$ cat src/rtl/dcnn_pkg.sv
// Shared CNN accelerator definitions: score word width and signed score type.
package dcnn_pkg;

    localparam int DATA_WIDTH = 16;

    typedef logic signed [DATA_WIDTH-1:0] score_t;

endpackage

$ cat src/rtl/fc_argmax_if.sv
// Score stream in, held classification result out, both valid/ready.
interface fc_argmax_if
    import dcnn_pkg::*;
#(
    parameter int dataWidth = DATA_WIDTH,
    parameter int idxWidth  = 4
);

    logic                 inValid;
    logic                 inReady;
    logic [dataWidth-1:0] inData;
    logic                 outValid;
    logic                 outReady;
    logic [idxWidth-1:0]  classIdx;
    logic [dataWidth-1:0] maxValue;

    modport master (
        output inValid, inData, outReady,
        input  inReady, outValid, classIdx, maxValue
    );

    modport slave (
        input  inValid, inData, outReady,
        output inReady, outValid, classIdx, maxValue
    );

endinterface

$ cat src/rtl/fc_argmax.sv
// Running signed argmax over one inference of FC output scores;
// the winning index and score are held until the consumer takes them.
module fc_argmax
    import dcnn_pkg::*;
#(
    parameter int numClasses = 10,
    parameter int dataWidth  = DATA_WIDTH,
    localparam int idxWidth  = (numClasses > 1) ? $clog2(numClasses) : 1
) (
    input  logic        clk,
    input  logic        rst,
    input  logic        start,
    fc_argmax_if.slave  bus,
    output logic        busy,
    output logic        finished
);

    localparam logic [1:0] S_IDLE  = 2'd0;
    localparam logic [1:0] S_ACCUM = 2'd1;
    localparam logic [1:0] S_HOLD  = 2'd2;

    localparam logic [idxWidth-1:0] LAST = idxWidth'(numClasses - 1);

    logic [1:0]                  r_state;
    logic [idxWidth-1:0]         r_count;
    logic [idxWidth-1:0]         r_idx;
    logic signed [dataWidth-1:0] r_max;
    logic                        r_fin;

    logic                        w_xfer;
    logic                        w_take;
    logic signed [dataWidth-1:0] w_score;

    assign w_score = $signed(bus.inData);
    assign w_xfer  = (r_state == S_ACCUM) && bus.inValid;
    // Strict greater-than keeps the lowest index on ties
    assign w_take  = (r_count == '0) || (w_score > r_max);

    always_ff @(posedge clk) begin
        if (rst) begin
            r_state <= S_IDLE;
            r_count <= '0;
            r_idx   <= '0;
            r_max   <= '0;
            r_fin   <= 1'b0;
        end else begin
            r_fin <= 1'b0;
            unique case (r_state)
                S_IDLE: begin
                    if (start) begin
                        r_state <= S_ACCUM;
                        r_count <= '0;
                    end
                end
                S_ACCUM: begin
                    if (w_xfer) begin
                        if (w_take) begin
                            r_max <= w_score;
                            r_idx <= r_count;
                        end
                        r_count <= r_count + 1'b1;
                        if (r_count == LAST)
                            r_state <= S_HOLD;
                    end
                end
                S_HOLD: begin
                    if (bus.outReady) begin
                        r_state <= S_IDLE;
                        r_fin   <= 1'b1;
                    end
                end
                default: r_state <= S_IDLE;
            endcase
        end
    end

    assign bus.inReady  = (r_state == S_ACCUM);
    assign bus.outValid = (r_state == S_HOLD);
    assign bus.classIdx = r_idx;
    assign bus.maxValue = r_max;
    assign busy         = (r_state != S_IDLE);
    assign finished     = r_fin;

endmodule
$ cat src/flat_wrapper.sv
// flat-port wrapper written by rule: the top's interface ports become plain ports
module fc_argmax_flat import dcnn_pkg::*;
#(
    parameter int numClasses = 10,
    parameter int dataWidth  = DATA_WIDTH,
    localparam int idxWidth  = (numClasses > 1) ? $clog2(numClasses) : 1
)
  (clk, rst, start, busy, finished, bus_inValid, bus_inData, bus_outReady, bus_inReady, bus_outValid, bus_classIdx, bus_maxValue);
  fc_argmax_if #(.dataWidth(dataWidth)) bus_i ();
  input  logic clk;
  input  logic rst;
  input  logic start;
  output logic busy;
  output logic finished;
  input wire logic [$bits(bus_i.inValid)-1:0] bus_inValid;
  input wire logic [$bits(bus_i.inData)-1:0] bus_inData;
  input wire logic [$bits(bus_i.outReady)-1:0] bus_outReady;
  output wire logic [$bits(bus_i.inReady)-1:0] bus_inReady;
  output wire logic [$bits(bus_i.outValid)-1:0] bus_outValid;
  output wire logic [$bits(bus_i.classIdx)-1:0] bus_classIdx;
  output wire logic [$bits(bus_i.maxValue)-1:0] bus_maxValue;
  assign bus_i.inValid = bus_inValid;
  assign bus_i.inData = bus_inData;
  assign bus_i.outReady = bus_outReady;
  assign bus_inReady = bus_i.inReady;
  assign bus_outValid = bus_i.outValid;
  assign bus_classIdx = bus_i.classIdx;
  assign bus_maxValue = bus_i.maxValue;
  fc_argmax #(.numClasses(numClasses), .dataWidth(dataWidth)) u_core (.clk(clk), .rst(rst), .start(start), .bus(bus_i), .busy(busy), .finished(finished));
endmodule
$ cat config.mk
export PLATFORM = sky130hd
export DESIGN_NAME = fc_argmax_flat
export DESIGN_NICKNAME = d
export VERILOG_FILES = /design/src/rtl/dcnn_pkg.sv /design/src/rtl/fc_argmax_if.sv /design/src/rtl/fc_argmax.sv /design/src/flat_wrapper.sv
export SDC_FILE = /design/constraint.sdc
export NUM_CORES = 1
export LEC_CHECK = 0
export BUFFER_PORTS_ARGS = -buffer_cell sky130_fd_sc_hd__buf_2
export CAP_MARGIN = 5
export CORE_ASPECT_RATIO = 1.1
export CORE_MARGIN = 3
export CORE_UTILIZATION = 40
export CTS_CLUSTER_DIAMETER = 30
export CTS_CLUSTER_SIZE = 25
export DETAILED_ROUTE_END_ITERATION = 12
export PLACE_DENSITY_LB_ADDON = 0.15
export SETUP_SLACK_MARGIN = 0.02
export SYNTH_ARGS = -nofsm -noshare
export SYNTH_HDL_FRONTEND = slang
export SYNTH_SLANG_ARGS = --single-unit
$ cat constraint.sdc
create_clock -name clk -period 5.4 [get_ports clk]
set_clock_uncertainty 0.15 [all_clocks]
set_input_delay 0.54 -clock clk [delete_from_list [all_inputs] [get_ports clk]]
set_output_delay 0.54 -clock clk [all_outputs]
set_load 0.01 [all_outputs]
Word level (Yosys, flattened, before mapping)
Index checks and enable logic that the tools add are counted.
Cells by class
  reduce and logical (&&, ||, !) cells: 10
  add/sub/neg operators: 1
  order comparisons: 1
  $mul: 0
  multiplexer cells: 9
  equality and inequality tests: 7
  bitwise logic cells: 1
  shifts and indexed selects: 0
  div/mod/pow operators: 0
Operators with widths (number)
  $gt 16x16->1: 1
  $mux 2: 4
  $mux 4: 2
  $pmux 4 s2: 1
  $pmux 2 s3: 1
  $reduce_and 3->1: 2
  $add 4x1->4 const B: 1
  $eq 4x4->1 const B: 1
  $logic_not 4->1: 1
  $ne 2x1->1 const B: 2
  $ne 2x2->1 const B: 2
  $reduce_and 4->1: 1
  $reduce_bool 2->1: 2
  $eq 2x1->1 const B: 1
  $eq 2x2->1 const B: 1
  $logic_not 2->1: 1
  $reduce_or 2->1: 1
  $logic_and 1x1->1: 1
  $logic_or 1x1->1: 1
  $mux 1: 1
  $not 1->1: 1
Storage, ports and cells
  bits in registers: 27
  bits in writable memories: 0
  latch bits: 0
  bits in read-only memories: 0
  output and inout bits: 24
  bits of input ports: 21
  logic and storage cells: 34
  memories: 0

Logic depth before layout (Yosys ltp)
Gate-level depths: netlist of the first run.
  depth after elaboration: 4
  gate-level depth with buffers: 10
  gate-level depth less buffers: 8

Worst setup path after synthesis of the first run
No wires, ideal clock.
  kind: input-to-reg
  start: input port bus_inData[11]
  end: register u_core.r_idx[0], in the netlist u_core.bus.classIdx[0]
  arrival: 2059 ps
  data required time: 5163 ps
  library setup time: 87 ps
  cell stages on the path: 8
  buffers on the path: 1
  setup slack: 3104 ps
  cell sequence: ha_1 a21oi_2 o22ai_1 nor4b_2 a31oi_1 buf_6 or4b_1 o31ai_1
Between the ends
  cells in the longest elaborated chain, start to end: 3
Ends and longest elaborated chain
  from (decl): RTL line flat_wrapper.sv:16  | input wire logic [$bits(bus_i.inData)-1:0] bus_inData;
  $gt 16x16->1: RTL line fc_argmax.sv:37  | assign w_take = (r_count == '0) || (w_score > r_max);
  $logic_or 1x1->1: RTL line fc_argmax.sv:37
  $reduce_and 3->1 (no line)
  to (signal assigned): RTL line fc_argmax.sv:59  | r_idx <= r_count;
  to (decl): RTL line fc_argmax.sv:26  | logic [idxWidth-1:0] r_idx;
Every way passes these cells.
A chain may end at the register's enable or synchronous reset.

Worst setup path after layout of the first run
  start: register u_core.r_max[7], in the netlist u_core.bus.maxValue[7]
  end: register u_core.r_max[11], in the netlist u_core.bus.maxValue[11]
Between the ends
  cells in the longest elaborated chain, start to end: 3
Ends and longest elaborated chain
  from (decl): RTL line fc_argmax.sv:27  | logic signed [dataWidth-1:0] r_max;
  from (signal assigned): RTL line fc_argmax.sv:58  | r_max <= w_score;
  $gt 16x16->1: RTL line fc_argmax.sv:37
  $logic_or 1x1->1: RTL line fc_argmax.sv:37
  $reduce_and 3->1 (no line)
Every way passes these cells.

==> flow_metrics.py, run 1 <==
metrics = {
    "logic_synthesis": {
        "yosysUniqueCellTypes": 35,
        "syn_avg_cell_area_sq_um": 8.40,
        "syn_area_sq_um": 1600,
        "syn-instance-count": 191,
        "ys_seq_area_share_pct": 33.7,
        "synthArstFlopShare_pct": 0,
        "synth_common_cells": "dfxtp_1 (27), inv_1 (22), a21oi_1 (21), ha_1 (19), o21ai_0 (18)",
        "ys_seq_elements": 27,
        "synthesis.nets": 231,
        "synth_area_leaders": "dfxtp_1 (34%), ha_1 (15%), a21oi_1 (6.6%)",
        "synth_top_area_share_pct": 33.7,
        "yosysMostFrequentCell": "dfxtp_1",
        "synth_flop_cell": "dfxtp_1",
        "yosys.area.top_type": "dfxtp_1",
        "yosys_warnings": 0,
        "synth_enable_flop_cells": 0,
    },
    "power": {
        "p_leak_nw": 0.808,
        "peakVddDrop_v": 0.0000911,
        "p_comb_share_pct": 21.3,
        "internal-power_mw": 0.300,
        "power_density_nw_per_um2": 223,
        "switching_share_pct": 28.6,
        "sequentialPowerShare_pct": 50.9,
        "clock_power_share_pct": 27.8,
        "switchingPower_mw": 0.120,
    },
    "die": {
        "dieArea_sq_um": 4810,
        "core_area_sq_um": 3740,
        "initial_core_util_pct": 42.9,
        "io-pin-count": 45,
        "die_h_um": 72.4,
        "row_count": 23,
        "die_w_um": 66.4,
    },
    "cts": {
        "clk_path_buf_depth": 2,
        "clkTransAtPathRegs_ns": 0.10,
        "htree_levels": 1,
        "clock_latency_ns": 0.27,
        "tritoncts": "built",
        "cts_hold_buf": 0,
        "cts_made_buffers": 3,
        "cts_sinks": 27,
        "root_buffer": "clkbuf_8",
        "cts_resized": 0,
        "cts_setup_buffers": 0,
    },
    "timing": {
        "max_clock_freq_mhz": 395,
        "setup-violations-final": 0,
        "fin_tns_setup_ns": 0,
        "relSlewSlack_pct": 48.3,
        "slew_violations": 0,
        "rsz0062_at_grt": "false",
        "holdWs_ns": 0.336,
        "post-route-min-period_ns": 2.53,
        "hold_viol_final": 0,
        "worstMarginPinSlew_ns": 0.775,
        "period_share_pct": 46.8,
    },
    "global_route": {
        "grt_pass1_wl_um": 5510,
        "grt_pass1_vias": 1309,
        "grt_usage_pct": 14.2,
        "antenna_found_initial": 0,
        "grt_overflow": 0,
        "grt_max_degree": 35,
    },
    "routing": {
        "wl_um": 3390,
        "drt_pass1_iterations": 4,
        "vias_per_cell": 5.15,
        "drc": 0,
        "drtAntennaViolNets": 0,
        "drtIter0Drc": 52,
        "via_count": 1437,
        "wire_per_inst_um": 12.2,
    },
    "setup_path": {
        "cp-start-kind": "flop",
        "cp_data_required_time_ns": 5.45,
        "crit_top_cell": "o21ai_0",
        "cp_top_family": "compound AO/OA/AOI/OAI gates",
        "cp.depth": 9,
        "slowest_delay_ns": 0.52,
        "rr_endpoint": "u_core.bus.maxValue[11]$_SDFFE_PP0P_",
        "path_buf_inv": 2,
        "ff2ff_setup_slack_ns": 2.87,
        "worst-r2r-cell-count": 9,
        "crit_type": "flop to flop",
        "cp_cell_sequence": "inv_1 > ha_1 > nand4_1 > o221ai_1 > o21ai_0 > a31oi_2 > buf_4 > o21ai_0 > a21oi_1",
        "r2r-start": "u_core.bus.maxValue[7]$_SDFFE_PP0P_",
        "arrival_ns": 2.58,
        "critPathCaptureType": "flop",
        "path_max_fanout": 24,
        "cpMaxStageDelayCell": "a31oi_2",
    },
    "placed_design": {
        "finalWeightedCongestion": 0.744,
        "hpwl_um": 2550,
        "io_buffers": 44,
    },
    "hold_path": {
        "worstHoldEndpoint": "u_core.bus.classIdx[2]$_SDFFE_PP0P_",
        "holdPathStages": 2,
        "hold_path.class": "flop to flop",
        "hold_start": "u_core.bus.classIdx[2]$_SDFFE_PP0P_",
    },
    "final_layout": {
        "drive_above_1_share_pct": 23.1,
        "diodes": 0,
        "syn_to_final_growth_pct": 17.2,
        "fillCellCount": 386,
        "nets": 270,
    },
    "run_status": {
        "status": "finished, final reports clean",
    },
    "flow_run": {
        "max_cap_violations": 0,
    },
}
placed cells by master (no fill, tap or decap), drive strengths merged:
cell	n
nor4b	1
nand4b	1
a21oi	23
nand2	7
ha	19
a211oi	3
and4	1
buf	45
nand3b	2
nand3	2
nor3	1
nor2	10
o22ai	1
nor2b	4
or4b	3
a22oi	2
nand4	4
inv	22
a41o	1
o31ai	3
or3	15
dfxtp	27
xor2	2
o221ai	1
nand2b	2
o21bai	1
and3b	1
o21ai	18
clkbuf	4
a31oi	1
mux2i	2
cell families (layout without fill, tap and decap cells):
logic type,Yosys count,count (layout),share of synthesized area (%)
mux,2,2,1.25
buf+inv,33,71,9.20
simple gates,54,54,20.5
xor+xnor,2,2,1.09
flops,27,27,33.7
compound gates,54,54,19.4
fa+ha+maj,19,19,14.8
layout make-up:
type / count / area [sq um] / share of cell area [%]
inverters: 22 / 82.6 / 4.39
flip-flops and latches: 27 / 541 / 28.7
multi-input cells: 131 / 922 / 49.0
well taps: 50 / 62.6 / 3.33
clock buffers: 4 / 45.0 / 2.40
repair buffers: 45 / 228 / 12.1
power groups by stage:
stage               Sequential [mW]  Clock (mW)  Combinational [mW]
global route                  0.215       0.129               0.103
finish                        0.214       0.117              0.0894
global placement              0.219           0              0.0900
CTS                           0.214       0.122              0.0906
detailed placement            0.219           0              0.0899
floorplan                     0.221           0              0.0598
per-stage QoR:
stage | utilization, % | power (mW) | instance area (sq um) | worst slack, ns | std cells
2_1_floorplan | - | 0.281 | 1600 | 3.10 | 191
3_3_place_gp | 49.1 | 0.309 | 1840 | 2.61 | 275
3_5_place_dp | 49.1 | 0.309 | 1840 | 2.58 | 275
4_1_cts | 50.3 | 0.427 | 1880 | 2.84 | 279
5_1_grt | 50.3 | 0.447 | 1880 | 2.59 | 279
6_report | 50.3 | 0.420 | 1880 | 2.87 | 279
worst register-to-register path, cell delays in order, from the launching register on:
cell	delay, ns
dfxtp_1	0.33
inv_1	0.05
ha_1	0.31
nand4_1	0.16
o221ai_1	0.20
o21ai_0	0.14
a31oi_2	0.52
buf_4	0.32
o21ai_0	0.10
a21oi_1	0.17
worst max-delay path by stage:
stage / start / to
finish: u_core.bus.maxValue[7]$_SDFFE_PP0P_ / u_core.bus.maxValue[11]$_SDFFE_PP0P_
global route: u_core.bus.maxValue[7]$_SDFFE_PP0P_ / u_core.bus.maxValue[11]$_SDFFE_PP0P_
CTS: u_core.bus.maxValue[7]$_SDFFE_PP0P_ / u_core.bus.maxValue[7]$_SDFFE_PP0P_
detailed placement: bus_inData[7] / u_core.bus.maxValue[7]$_SDFFE_PP0P_
global placement: bus_inData[7] / u_core.bus.maxValue[13]$_SDFFE_PP0P_
floorplan: bus_inData[11] / u_core.bus.classIdx[0]$_SDFFE_PP0P_
sequential cells by signal, summed over array words and instances (netlist names):
signal               flops
u_core.bus.classIdx      4
u_core.bus.maxValue     16
u_core.finished          1
u_core.r_count           4
u_core.r_state           2
per-layer routing:
metal | global-route usage [%] | vias up | part of all wire (%)
li1 | - | 747 | -
met1 | 17.3 | 654 | 44
met2 | 25.6 | 34 | 50
met3 | 2.32 | 2 | 5.4
met4 | 3.39 | 0 | 0.65
met5 | 0 | - | 0
No activity file was read; power rests on OpenSTA's default activity.
==> inputs of run 2 (changes only) <==
==> constraint.sdc (replaced) <==
create_clock -name clk -period 2.3 [get_ports clk]
set_clock_uncertainty 0.15 [all_clocks]
set_input_delay 0.23 -clock clk [delete_from_list [all_inputs] [get_ports clk]]
set_output_delay 0.23 -clock clk [all_outputs]
set_load 0.01 [all_outputs]
==> run 2 against run 1 <==
Compared with the run above: sequential share of layout area decreased by 3.3 points; worst hold slack got worse by 0.31 ns; register-to-register slack got worse by 2.9 ns; power increased to 2.5 times the previous value; routed wire length increased by 9.7%; global-route usage increased by 1.7 points; critical path depth increased by 1; count of clock-buffer cells in the layout unchanged; first-iteration DRC count increased by 12%; clock power increased by 130%; combinational power increased to 3.2 times the previous value; critical path type unchanged; critical endpoint is now u_core.bus.maxValue[6]$_SDFFE_PP0P_; largest cell class unchanged; highest routed layer unchanged.
==> flow_metrics.py, run 2 (synthesis gave the netlist of run 1 again) <==
metrics = {
    "timing": {
        "hold_viol_final": 0,
        "max_clock_freq_mhz": 438,
        "setup-violations-final": 0,
        "post-route-min-period_ns": 2.28,
        "slew_violations": 0,
        "relSlewSlack_pct": 60.0,
        "rsz0062_at_grt": "true",
        "period_share_pct": 99.2,
        "worstMarginPinSlew_ns": 0.600,
    },
    "final_layout": {
        "fin_util_pct": 58.1,
        "final_common_cell": "buf_2",
        "fillCellCount": 354,
        "syn_to_final_growth_pct": 35.6,
        "drive_above_1_share_pct": 41.3,
        "largest_reg_flops": 16,
        "nets": 283,
        "final_cell_mix": "buf_2 (44), dfxtp_1 (17), inv_1 (16), a21oi_1 (16), or3_1 (14)",
        "diodes": 0,
        "final_cells": 292,
    },
    "global_route": {
        "grt_use_met3_pct": 2.17,
        "use_met2_pct": 26.6,
        "gr-max-usage-layer": "met2",
        "grt_max_degree": 31,
        "grt_pass1_vias": 1399,
        "grt_pass1_wl_um": 6140,
        "grt_util_met1_pct": 20.8,
        "grt_usage_pct": 15.8,
        "antenna_found_initial": 0,
        "grt_overflow": 0,
    },
    "setup_path": {
        "arrival_ns": 2.33,
        "cp_data_required_time_ns": 2.35,
        "cp-start-kind": "flop",
        "critPathCaptureType": "flop",
        "crit_type": "flop to flop",
        "path_max_fanout": 8,
    },
    "die": {
        "die_w_um": 66.4,
        "row_count": 23,
        "initial_core_util_pct": 42.9,
        "io-pin-count": 45,
        "core_area_sq_um": 3740,
        "die_h_um": 72.4,
        "dieArea_sq_um": 4810,
    },
    "routing": {
        "drtAntennaViolNets": 0,
        "vias_per_cell": 5.06,
        "drtIter0Drc": 58,
        "drc": 0,
        "wl_um": 3720,
        "via_count": 1478,
        "drt_pass1_iterations": 4,
        "wire_per_inst_um": 12.8,
    },
    "power": {
        "power.total_mw": 1.06,
        "sequentialPowerShare_pct": 47.5,
        "p_comb_share_pct": 27.0,
        "power_density_nw_per_um2": 488,
        "peakVddDrop_v": 0.000298,
        "p_leak_nw": 0.901,
        "switching_share_pct": 29.0,
        "clock_power_share_pct": 25.5,
        "internal-power_mw": 0.753,
        "switchingPower_mw": 0.308,
    },
    "run_status": {
        "status": "finished, final reports clean",
    },
    "placed_design": {
        "hpwl_um": 2610,
        "io_buffers": 44,
        "dp_cells": 282,
        "finalWeightedCongestion": 0.757,
    },
    "flow_run": {
        "max_cap_violations": 0,
    },
    "cts": {
        "cts_sinks": 27,
        "tritoncts": "built",
        "cts_made_buffers": 3,
        "clock_latency_ns": 0.27,
        "htree_levels": 1,
        "clkTransAtPathRegs_ns": 0.09,
        "root_buffer": "clkbuf_8",
        "clk_path_buf_depth": 2,
    },
    "hold_path": {
        "hold_path.class": "input pin to flop",
    },
}
==> run 2: cell count changes in the layout (fill, tap and decap cells not counted), moves of 2 or more <==
cell,before,now
ha_4,0,8
a21oi_2,2,7
inv_1,22,16
o21ai_0,18,13
ha_1,19,11
buf_4,1,10
inv_2,0,6
dfxtp_2,0,10
o21ai_1,0,5
a21oi_1,21,16
buf_6,0,2
dfxtp_1,27,17
==> run 2: path summary, 6_finish.rpt <==
check / slack (ns) / from / cells past startpoint / endpoint
worst min-delay path: 0.03 / start / 2 / u_core.r_count[2]$_SDFFE_PP0P_
worst max-delay path: 0.02 / u_core.bus.maxValue[11]$_SDFFE_PP0P_ / 10 / u_core.bus.maxValue[6]$_SDFFE_PP0P_
worst min register to register: 0.33 / u_core.bus.classIdx[2]$_SDFFE_PP0P_ / 2 / u_core.bus.classIdx[2]$_SDFFE_PP0P_
worst max register to register: 0.02 / u_core.bus.maxValue[11]$_SDFFE_PP0P_ / 10 / u_core.bus.maxValue[6]$_SDFFE_PP0P_
==> run 2: power groups by stage <==
stage	registers, mW	logic [mW]	clock network [mW]
after CTS	0.502	0.265	0.288
after detailed placement	0.511	0.226	0
after global placement	0.510	0.227	0
after floorplan	0.519	0.140	0
after global routing	0.507	0.320	0.299
final	0.504	0.287	0.271
==> run 2: per-layer routing <==
metal  wire length, um  vias up  share of wire (%)
li1                  -      776                  -
met3               120        2                3.2
met1              1810      676                 49
met2              1770       24                 47
met4                22        0               0.59
met5                 0        -                  0
==> run 2: final cells by class <==
cell class | count | area, sq um | area share [%]
Clock buffer | 4 | 45.0 | 2.07
Inverter | 22 | 82.6 | 3.80
Multi-Input combinational cell | 131 | 1070 | 49.3
Sequential cell | 27 | 553 | 25.4
Tap cell | 50 | 62.6 | 2.88
Timing Repair Buffer | 58 | 360 | 16.6
==> run 2: metrics by stage <==
| stage | setup slack, ns | TNS, ns | instance area [sq um] | hold slack (ns) |
|---|---|---|---|---|
| 5_1_grt | -0.0681 | -0.708 | 2170 | 0.0385 |
| 3_5_place_dp | -0.0282 | -0.158 | 1890 | 0.318 |
| 2_1_floorplan | 0.105 | 0 | 1600 | 0.177 |
| 6_report | 0.0186 | 0 | 2170 | 0.0284 |
| 4_1_cts | -0.00477 | -0.00477 | 2090 | 0.0204 |
| 3_3_place_gp | -0.0263 | -0.170 | 1890 | 0.317 |
==> run 2: worst max-delay path: stages, from the launching register on <==
cell and delay, ns:
dfxtp_2 0.34, inv_2 0.05, ha_4 0.23, a21oi_2 0.14
o22ai_2 0.08, nor4b_2 0.31, a31oi_2 0.17, buf_6 0.17
buf_6 0.13, or3_1 0.30, a21oi_1 0.14
==> run 2: timing repair <==
action,CTS,global route
gates resized for setup,23,22
endpoints found under the hold margin,0,0
hold buffers,0,0
setup buffers,4,1
endpoints found under the setup margin,18,20
pin swaps,15,13
cloned,1,0
